**src/rtl/morph_frame_ctrl.sv**
```systemverilog
// Frame-level controller for the binary erosion/dilation stage: applies host config at vsync
// boundaries, tracks line/pixel geometry and raises completion, error and stall pulses.
module morph_frame_ctrl #(
    parameter int unsigned H_DISP      = 1280,
    parameter int unsigned V_DISP      = 720,
    parameter int unsigned TIMEOUT_CYC = 1500000
) (
    input  logic        clk,
    input  logic        rst_n,
    input  logic        win_vsync,
    input  logic        win_valid,
    input  logic        cfg_valid,
    output logic        cfg_ready,
    input  logic        cfg_enable,
    input  logic [1:0]  cfg_mode,
    output logic        op_en,
    output logic [1:0]  op_sel,
    output logic        frame_start,
    output logic        frame_done,
    output logic [15:0] frame_cnt,
    output logic        line_err,
    output logic        frame_err,
    output logic        stall,
    output logic        busy
);

    localparam logic [11:0] HDisp    = 12'(H_DISP);
    localparam logic [11:0] LastLine = 12'(V_DISP - 1);
    localparam logic [20:0] WdLast   = 21'(TIMEOUT_CYC - 1);

    typedef enum logic [1:0] {StIdle, StActive, StWaitVs} state_e;

    state_e      state_q, state_d;
    logic        vsync_q, vsync_d;
    logic        valid_q, valid_d;
    logic        pending_q, pending_d;
    logic        shadow_en_q, shadow_en_d;
    logic [1:0]  shadow_mode_q, shadow_mode_d;
    logic        act_en_q, act_en_d;
    logic [1:0]  act_mode_q, act_mode_d;
    logic [11:0] pix_cnt_q, pix_cnt_d;
    logic [11:0] line_cnt_q, line_cnt_d;
    logic [20:0] wd_cnt_q, wd_cnt_d;
    logic [15:0] frame_cnt_q, frame_cnt_d;
    logic        op_en_q, op_en_d;
    logic [1:0]  op_sel_q, op_sel_d;
    logic        frame_start_q, frame_start_d;
    logic        frame_done_q, frame_done_d;
    logic        line_err_q, line_err_d;
    logic        frame_err_q, frame_err_d;
    logic        stall_q, stall_d;

    logic        vs_rise, v_fall, cfg_accept, nxt_en;
    logic [1:0]  nxt_mode, start_sel;

    always_comb begin
        vs_rise    = win_vsync & ~vsync_q;
        v_fall     = valid_q & ~win_valid;
        cfg_accept = cfg_valid & ~pending_q;
        nxt_en     = pending_q ? shadow_en_q : act_en_q;
        nxt_mode   = pending_q ? shadow_mode_q : act_mode_q;
        // Alternate mode picks erode on even completed-frame counts, dilate on odd.
        start_sel  = (nxt_mode == 2'd3) ? (frame_cnt_q[0] ? 2'd2 : 2'd1) : nxt_mode;

        state_d       = state_q;
        vsync_d       = win_vsync;
        valid_d       = win_valid;
        pending_d     = pending_q;
        shadow_en_d   = shadow_en_q;
        shadow_mode_d = shadow_mode_q;
        act_en_d      = act_en_q;
        act_mode_d    = act_mode_q;
        pix_cnt_d     = pix_cnt_q;
        line_cnt_d    = line_cnt_q;
        wd_cnt_d      = (state_q == StIdle || vs_rise) ? 21'd0 : wd_cnt_q + 21'd1;
        frame_cnt_d   = frame_cnt_q;
        op_en_d       = op_en_q;
        op_sel_d      = op_sel_q;
        frame_start_d = 1'b0;
        frame_done_d  = 1'b0;
        line_err_d    = 1'b0;
        frame_err_d   = 1'b0;
        stall_d       = 1'b0;

        if (vs_rise) begin
            act_en_d   = nxt_en;
            act_mode_d = nxt_mode;
            pending_d  = 1'b0;
        end
        // A write landing on the boundary cycle becomes the next pending config.
        if (cfg_accept) begin
            shadow_en_d   = cfg_enable;
            shadow_mode_d = cfg_mode;
            pending_d     = 1'b1;
        end

        if (vs_rise) begin
            pix_cnt_d   = 12'd0;
            line_cnt_d  = 12'd0;
            frame_err_d = (state_q == StActive);
            if (nxt_en) begin
                state_d       = StActive;
                frame_start_d = 1'b1;
                op_en_d       = (nxt_mode != 2'd0);
                op_sel_d      = start_sel;
            end else begin
                state_d = StIdle;
                op_en_d = 1'b0;
            end
        end else if (state_q != StIdle && wd_cnt_q == WdLast) begin
            state_d    = StIdle;
            stall_d    = 1'b1;
            op_en_d    = 1'b0;
            pix_cnt_d  = 12'd0;
            line_cnt_d = 12'd0;
        end else if (state_q == StActive) begin
            if (win_valid) begin
                pix_cnt_d = pix_cnt_q + 12'd1;
            end
            if (v_fall) begin
                line_err_d = (pix_cnt_q != HDisp);
                pix_cnt_d  = 12'd0;
                if (line_cnt_q == LastLine) begin
                    line_cnt_d   = 12'd0;
                    frame_done_d = 1'b1;
                    frame_cnt_d  = frame_cnt_q + 16'd1;
                    state_d      = StWaitVs;
                end else begin
                    line_cnt_d = line_cnt_q + 12'd1;
                end
            end
        end
    end

    always_ff @(posedge clk or negedge rst_n) begin
        if (!rst_n) begin
            state_q       <= StIdle;
            vsync_q       <= 1'b0;
            valid_q       <= 1'b0;
            pending_q     <= 1'b0;
            shadow_en_q   <= 1'b0;
            shadow_mode_q <= 2'd0;
            act_en_q      <= 1'b0;
            act_mode_q    <= 2'd0;
            pix_cnt_q     <= 12'd0;
            line_cnt_q    <= 12'd0;
            wd_cnt_q      <= 21'd0;
            frame_cnt_q   <= 16'd0;
            op_en_q       <= 1'b0;
            op_sel_q      <= 2'd0;
            frame_start_q <= 1'b0;
            frame_done_q  <= 1'b0;
            line_err_q    <= 1'b0;
            frame_err_q   <= 1'b0;
            stall_q       <= 1'b0;
        end else begin
            state_q       <= state_d;
            vsync_q       <= vsync_d;
            valid_q       <= valid_d;
            pending_q     <= pending_d;
            shadow_en_q   <= shadow_en_d;
            shadow_mode_q <= shadow_mode_d;
            act_en_q      <= act_en_d;
            act_mode_q    <= act_mode_d;
            pix_cnt_q     <= pix_cnt_d;
            line_cnt_q    <= line_cnt_d;
            wd_cnt_q      <= wd_cnt_d;
            frame_cnt_q   <= frame_cnt_d;
            op_en_q       <= op_en_d;
            op_sel_q      <= op_sel_d;
            frame_start_q <= frame_start_d;
            frame_done_q  <= frame_done_d;
            line_err_q    <= line_err_d;
            frame_err_q   <= frame_err_d;
            stall_q       <= stall_d;
        end
    end

    assign cfg_ready   = ~pending_q;
    assign op_en       = op_en_q;
    assign op_sel      = op_sel_q;
    assign frame_start = frame_start_q;
    assign frame_done  = frame_done_q;
    assign frame_cnt   = frame_cnt_q;
    assign line_err    = line_err_q;
    assign frame_err   = frame_err_q;
    assign stall       = stall_q;
    assign busy        = (state_q != StIdle);

endmodule
```
**config.mk**
```make
export PLATFORM = sky130hd
export DESIGN_NAME = morph_frame_ctrl
export DESIGN_NICKNAME = d
export VERILOG_FILES = /design/src/rtl/morph_frame_ctrl.sv
export SDC_FILE = /design/constraint.sdc
export NUM_CORES = 1
export LEC_CHECK = 0
export CAP_MARGIN = 20
export CORE_MARGIN = 8
export CORE_UTILIZATION = 40
export DETAILED_ROUTE_END_ITERATION = 10
export PLACE_DENSITY = 0.59
export SETUP_SLACK_MARGIN = 0.02
export SLEW_MARGIN = 25
export SYNTH_ARGS = -nofsm -noshare
export SYNTH_HDL_FRONTEND = slang
export SYNTH_SLANG_ARGS = --single-unit
```
**constraint.sdc**
```tcl
create_clock -name clk -period 7.05 [get_ports clk]
set_clock_uncertainty 0.05 [all_clocks]
set_input_delay 1.41 -clock clk [delete_from_list [all_inputs] [get_ports clk]]
set_output_delay 1.41 -clock clk [all_outputs]
set_load 0.01 [all_outputs]
```
## After elaboration in Yosys (flattened, before gate mapping)

Index checks and enable logic that the tools add are counted.

| operators by class | value |
|---|---|
| add/subtract/negate cells | 4 |
| $mul | 0 |
| divide/modulo/power cells | 0 |
| magnitude comparators | 0 |
| equal/unequal tests | 5 |
| shifts and indexed selects | 0 |
| muxes and demuxes | 40 |
| bitwise gates (word level) | 8 |
| reductions and logical operators | 16 |

Operator list:

| cell | number |
|---|---|
| 12-bit 2-to-1 mux | 10 |
| 12-bit by 1-bit adder with 12-bit output (second input constant) | 2 |
| 21-bit by 1-bit adder with 21-bit output (second input constant) | 1 |
| 21-bit equality test (second input constant) | 1 |
| 1-bit 2-to-1 mux | 21 |
| 21-bit 2-to-1 mux | 1 |
| 16-bit by 1-bit adder with 16-bit output (second input constant) | 1 |
| 2-bit 2-to-1 mux | 8 |
| 12-bit by 10-bit equality test with 1-bit output (second input constant) | 1 |
| 12-bit by 11-bit != test with 1-bit output (second input constant) | 1 |
| 3-bit nonzero test | 3 |
| 2-bit nonzero test | 4 |
| 2-bit AND reduction | 3 |
| 1-bit inverter | 5 |
| 5-bit AND reduction | 1 |
| 4-bit nonzero test | 1 |
| 1-bit bitwise AND | 3 |
| 3-bit AND reduction | 1 |
| 2-bit by 1-bit equality test with 1-bit output (second input constant) | 1 |
| 2-bit equality test (second input constant) | 1 |
| 2-bit logical NOT | 1 |
| 1-bit logical AND | 1 |
| 1-bit logical OR | 1 |

| word-level totals | value |
|---|---|
| register bits after elaboration | 80 |
| latch bits | 0 |
| RAM bits | 0 |
| memory bits (read-only) | 0 |
| input bits | 8 |
| output and inout bits | 26 |
| logic and storage cells | 92 |
| memories kept | 0 |

## Logic depth before layout (Yosys ltp)

Gate-level depths: netlist (run 1).

| logic depth | value |
|---|---|
| depth in word-level cells | 6 |
| mapped depth | 8 |
| gate-level depth less buffers | 6 |

## Worst setup path after synthesis (run 1)

No wires, ideal clock.

| timing path | value |
|---|---|
| path type | in2reg |
| start point | in win_valid |
| end point | reg frame_cnt_q[8], in the netlist frame_cnt[8] |
| setup time | 0.126 ns |
| arrival | 3.054 ns |
| data required time | 6.874 ns |
| setup slack | 3.820 ns |
| stages on the path | 6 |
| path buffers | 1 |
| path through | nand4bb_1 -> clkbuf_1 -> or4_4 -> a2111oi_4 -> nand3_1 -> xnor2_1 |

| on the way | value |
|---|---|
| longest elaborated chain between the ends | 3 |

Ends and longest elaborated chain:

| item | line | RTL |
|---|---|---|
| start, declared | 11 | `input logic win_valid,` |
| 1-bit inverter | 58 | `v_fall = valid_q & ~win_valid;` |
| 1-bit bitwise AND | 58 |  |
| 5-bit AND reduction (no source line) | -- |  |
| end signal, assigned | 168 | `frame_cnt_q <= frame_cnt_d;` |
| end, declared | 44 | `logic [15:0] frame_cnt_q, frame_cnt_d;` |

No other way between the ends.
A chain may end at the register's enable or synchronous reset.

## Worst setup path in the final report (run 1)

Same ends and word-level chain as after synthesis.

==> results of run 1 <==
power by group:
part / total, uW / internal (uW) / switching, uW
Sequential: 528 / 497 / 31.3
Clock: 414 / 243 / 172
Combinational: 170 / 73.9 / 95.6
Total: 1110 / 813 / 298
kinds of logic (layout without fill, tap and decap cells):
kind of cell | Yosys count | after routing | share of synthesized area
fa+ha+maj | 5 | 5 | 0.01591
flops | 80 | 80 | 0.5091
xor+xnor | 43 | 43 | 0.09577
compound gates | 37 | 37 | 0.06809
simple gates | 191 | 191 | 0.2523
mux | 12 | 12 | 0.03309
buf+inv | 26 | 60 | 0.02577
registers in the layout (all words and copies together) (netlist names):
signal / cells
op_sel: 2
pending_q: 1
line_cnt_q: 12
valid_q: 1
shadow_en_q: 1
stall: 1
op_en: 1
wd_cnt_q: 21
frame_start: 1
pix_cnt_q: 12
line_err: 1
frame_cnt: 16
act_mode_q: 2
state_q: 2
frame_err: 1
act_en_q: 1
shadow_mode_q: 2
frame_done: 1
vsync_q: 1
stage by stage:
step | instances | setup slack [ns] | power (uW)
final | 561 | 3.049 | 1112
after floorplan | 394 | 3.820 | 636.1
after CTS | 561 | 3.059 | 1127
after global routing | 561 | 2.902 | 1168
after detailed placement | 546 | 2.674 | 709.9
after global placement | 546 | 2.780 | 706.6
cell usage after synthesis (4+ instances only):
cell type   n
clkbuf_1   12
nor4_1      5
nand2_1    38
mux2_2      8
nor3_1     13
ha_1        5
mux2i_1     4
xor2_1     13
a21oi_1    13
xnor2_1    30
or2_2       4
inv_1      11
nand4_1    14
dfrtp_1    80
nand3_1    20
nor2_1     58
o21ai_0    10
and3_1     10
how the worst min path moves through the flow:
| stage | cells past startpoint | start | slack, ns | endpoint |
|---|---|---|---|---|
| 2_1_floorplan | 1 | act_en_q | 0.40 | act_en_q |
| 3_3_place_gp | 2 | act_mode_q[1] | 0.41 | act_mode_q[1] |
| 3_5_place_dp | 2 | act_mode_q[1] | 0.42 | act_mode_q[1] |
| 4_1_cts | 2 | act_mode_q[1] | 0.44 | act_mode_q[1] |
| 5_1_grt | 1 | act_en_q | 0.46 | act_en_q |
| 6_report | 2 | act_mode_q[1] | 0.43 | act_mode_q[1] |
final cells by class:
type | instances | area (um^2) | area share
inverter | 11 | 41.29 | 0.008936
clock buffer | 10 | 137.6 | 0.02979
sequential | 80 | 2002 | 0.4333
multi-input combinational | 288 | 1829 | 0.3959
tap | 133 | 166.4 | 0.03601
clock inverter | 5 | 105.1 | 0.02275
timing repair buffer | 34 | 339.1 | 0.07338
worst max-delay path, cell delays in order:
cell and delay [ns]:
clkdlybuf4s50_1 0.67, nand4bb_1 0.56, or4_4 0.73, a2111oi_4 0.49
nand3_1 0.17, xnor2_1 0.15
layer usage:
| metal | global-route usage | share of wire | vias to the layer above |
|---|---|---|---|
| met5 | 0 | 0 | - |
| met4 | 0.03940 | 0.0097 | 0 |
| met3 | 0.03729 | 0.039 | 6 |
| met2 | 0.2081 | 0.48 | 49 |
| met1 | 0.1767 | 0.47 | 1398 |
| li1 | - | - | 1414 |
placed cells by master, fill, tap and decap left out, types with 11 or more instances in the layout:
cell,Yosys,routed
a21oi_1,13,13
clkdlybuf4s50_1,0,32
dfrtp_1,80,80
inv_1,11,11
nand2_1,38,38
nand3_1,20,20
nand4_1,14,14
nor2_1,58,58
nor3_1,13,13
xnor2_1,30,30
xor2_1,13,13
==> summary.md, run 1 <==
| Metric | Value |
|---|---|
| DR vias | 2,867 |
| Register bit count reported by yosys | 80 |
| Reg-to-reg endpoint | line_cnt_q[3] |
| Critical Path RT | 7.24 ns |
| Later-pin clock latency in the skew report | 0.36 ns |
| Yosys top cell area share | 0.5091 |
| Reg2reg start | wd_cnt_q[11] |
| DRT Wirelength | 8182 um |
| Leading area contributor after synthesis | dfrtp_1 |
| ANT cells | 0 |
| Post-synth net total | 407 |
| Tot GR Track Use | 0.1335 |
| Avg Cell Area, Syn | 9.981 um^2 |
| Placed cell area | 4374 um^2 |
| Yosys cell types | 44 |
| Longest Clk Path Bufs | 2 |
| DRC viols | 0 |
| CTS root buf | clkbuf_8 |
| Final non-filler cell area | 4621 um^2 |
| Total of max-cap violations | 0 |
| Share of cells above drive strength 1 | 0.08879 |
| Grt total ovfl | 0 |
| Leak pwr | 0.001894 uW |
| First-pass DRT Iterations | 4 |
| Setup crit end | frame_cnt[8] |
| Largest net degree at the start of global routing | 81 |
| DR WL/cell | 14.58 um |
| Tmin final | 4.001 ns |
| Min Hold Slack | 0.4328 ns |
| Final setup violation count | 0 |
| Synth area leaders | dfrtp_1 51%, xnor2_1 6.7%, nor2_1 5.5% |
| TritonCTS Sinks | 80 |
| Filler instances | 933 |
| Status | complete, no violations |
| Area growth from synthesis to layout | 17.50% |
| CTS tree | done |
| CP endpoint kind | flop |
| Mapped Area | 3933 um^2 |
| Most used DFF post-synth | dfrtp_1 |
| Slew Viols, Final | 0 |
| Core area | 9639 um^2 |
| Syn Inst Count | 394 |
| Htree depth | 3 |
| Fin nets | 437 |
| Rows | 36 |
| Gpl congestion | 0.8006 |
| Fmax | 249.9 MHz |
| Crit share post-route | 0.5676 |
| DR vias/cell | 5.111 |
| Postcts setup bufs | 0 |
| Post-synthesis sequential area ratio | 0.5091 |
| Detailed Place HPWL | 5537 um |
| Number of global-route vias before repair | 2,900 |
| Antenna Nets Post-Route | 0 |
| Worst slew pin tran | 0.7204 ns |
| Setup TNS | 0 ns |
| Number of enable flip-flop cells after synthesis | 0 |
| Final core utilization | 0.4794 |
| Reg2reg path depth | 5 |
| Setup slack, reg-to-reg | 4.32 ns |
| DR iter-0 viols | 182 |
| Die Y | 115.2 um |
| Crit path from | win_valid |
| PwrDens | 240.7 nW/um^2 |
| YS warnings | 0 |
| Die area | 13,260 um^2 |
| Chip Width | 115.2 um |
| IO buf count | 33 |
| Final Hold Fails | 0 |
| Arr. time, crit path | 4.19 ns |
| Hold Path Class | flop to flop |
| Rel. slew slack | 0.5197 |
| RSZ-0062 raised after global routing | false |
| Cts-stage hold buffer count | 0 |
| CTS Buf Count | 9 |
| Ys async rst share | 1.000 |
| VDD IR max | 115.9 uV |
| First-pass GRT wire length | 14,100 um |
| Clock input transition at the sequential cells of the worst setup and hold paths | 0.08 ns |
| Io pins | 34 |
| Post-CTS sizing | 0 |
| Initial Utilization | 0.4080 |
| CP Launch Type | input pin |
| Crit Path Max Fanout | 15 |
| Initial antenna violation count | 0 |
| Setup CP Type | input pin to flop |
No activity file was read; power rests on OpenSTA's default activity.
==> run 2: changes to the inputs <==
==> constraint.sdc (replaced) <==
create_clock -name clk -period 3.7 [get_ports clk]
set_clock_uncertainty 0.05 [all_clocks]
set_input_delay 0.74 -clock clk [delete_from_list [all_inputs] [get_ports clk]]
set_output_delay 0.74 -clock clk [all_outputs]
set_load 0.01 [all_outputs]
==> run 2 against run 1 <==
Net effect: wire length down 2.2%; count of clock-buffer cells in the layout up 3; hold slack worse by 0.052 ns; critical path depth down 1; register-to-register slack worse by 3.4 ns; first-iteration DRC count down 27%; die area unchanged; cell area down 1.2%; sequential power up 91%; core utilization down 0.56 points; sequential share of layout area up 0.51 points; global-route usage down 0.077 points; critical endpoint is now line_cnt_q[8]; largest cell class unchanged.
==> summary.md, run 2 (same netlist as run 1, synthesis figures left out) <==
| Metric | Value |
|---|---|
| Status | complete, no violations |
| PwrDens | 414.0 nW/um^2 |
| Setup CP Type | flop to flop |
| Dpl ws | 0.7258 ns |
| DRT Wirelength | 8004 um |
| IO buf count | 33 |
| Clock input transition at the sequential cells of the worst setup and hold paths | 0.08 ns |
| Chip Width | 115.2 um |
| CP Launch Type | flop |
| Io pins | 34 |
| Most common cell after layout, fill and taps aside | dfrtp_1 |
| Setup TNS | 0 ns |
| DR WL/cell | 14.17 um |
| Later-pin clock latency in the skew report | 0.35 ns |
| Gpl congestion | 0.8399 |
| Total of max-cap violations | 0 |
| Critical Path RT | 3.87 ns |
| First-pass DRT Iterations | 4 |
| Tmin final | 2.775 ns |
| RSZ-0062 raised after global routing | false |
| CP endpoint kind | flop |
| Tot GR Track Use | 0.1328 |
| Postcts setup bufs | 0 |
| TritonCTS Sinks | 80 |
| Crit path from | wd_cnt_q[11] |
| VDD IR max | 271.1 uV |
| Largest net degree at the start of global routing | 81 |
| Initial Utilization | 0.4080 |
| CTS Buf Count | 9 |
| DRC viols | 0 |
| Slew Viols, Final | 0 |
| DR vias/cell | 5.110 |
| Rel. slew slack | 0.5211 |
| Die Y | 115.2 um |
| Fin nets | 440 |
| Cts-stage hold buffer count | 0 |
| Post-CTS sizing | 0 |
| Final Hold Fails | 0 |
| First-pass GRT wire length | 14,010 um |
| Crit share post-route | 0.7500 |
| Htree depth | 3 |
| Reg2reg start | wd_cnt_q[11] |
| Share of cells above drive strength 1 | 0.09028 |
| Grt total ovfl | 0 |
| DR vias | 2,887 |
| Antenna Nets Post-Route | 0 |
| Worst slew pin tran | 0.7183 ns |
| Fmax | 360.4 MHz |
| Leak pwr | 0.001876 uW |
| Area growth from synthesis to layout | 16.13% |
| Longest Clk Path Bufs | 2 |
| Core area | 9639 um^2 |
| Setup slack, reg-to-reg | 0.93 ns |
| Hold Path Class | input pin to async pin |
| Final core utilization | 0.4738 |
| CTS tree | done |
| Die area | 13,260 um^2 |
| Reg with most FFs | wd_cnt_q |
| DR iter-0 viols | 133 |
| Final setup violation count | 0 |
| Arr. time, crit path | 2.94 ns |
| Final worst-path setup slack | 0.9251 ns |
| ANT cells | 0 |
| CTS root buf | clkbuf_8 |
| Crit Path Max Fanout | 18 |
| Commonest non-fill, non-tap cells in the layout | 80 x dfrtp_1, 58 x nor2_1, 38 x nand2_1 |
| Detailed Place HPWL | 5482 um |
| Max reg flops | 21 |
| Initial antenna violation count | 0 |
| Rows | 36 |
| Number of global-route vias before repair | 2,912 |
| Filler instances | 940 |
==> run 2: through the flow <==
step           instance area [um^2]  hold WS (ns)  std cells  total power (uW)
3_5_place_dp                   4397        0.4203        549              1351
6_report                       4567        0.3810        565              1891
4_1_cts                        4563        0.4365        565              1934
2_1_floorplan                  3933        0.3944        394              1212
3_3_place_gp                   4397        0.4158        549              1348
5_1_grt                        4567        0.4333        565              2012
==> run 2: cell type report <==
cell class              instances  area [um^2]  share of cell area
inverters                      11        41.29            0.009041
flip-flops and latches         80         2002              0.4384
well taps                     133        166.4             0.03644
repair buffers                 37        361.6             0.07918
multi-input cells             288         1829              0.4005
clock buffers                  13        148.9             0.03260
clock inverters                 3        17.52            0.003836
==> run 2: worst max-delay path, stage by stage (launching register included) <==
cell      delay (ns)
dfrtp_1         0.42
or4b_2          0.73
nor4_4          0.42
a31o_2          0.51
nand2b_1        0.40
nor2_1          0.10
==> run 2: where the power goes <==
part	switching (uW)	internal, uW
combinational	179	142
clock	301	261
sequential	60.9	947
total	541	1350
==> run 2: path summary, 6_finish.rpt <==
| path | end | cells past startpoint |
|---|---|---|
| worst min register to register | frame_cnt[15] | 1 |
| max in group asynchronous | line_cnt_q[11] | 1 |
| worst min-delay path | pix_cnt_q[9] | 1 |
| min in group clk | frame_cnt[15] | 1 |
| worst max-delay path | line_cnt_q[8] | 5 |
| worst max register to register | line_cnt_q[8] | 5 |
==> run 2: layer usage <==
layer,vias to the layer above,GRT usage,share of wire
li1,1423,-,-
met2,56,0.2147,0.47
met5,-,0,0
met4,0,0.04028,0.0085
met1,1401,0.1670,0.48
met3,7,0.03992,0.045
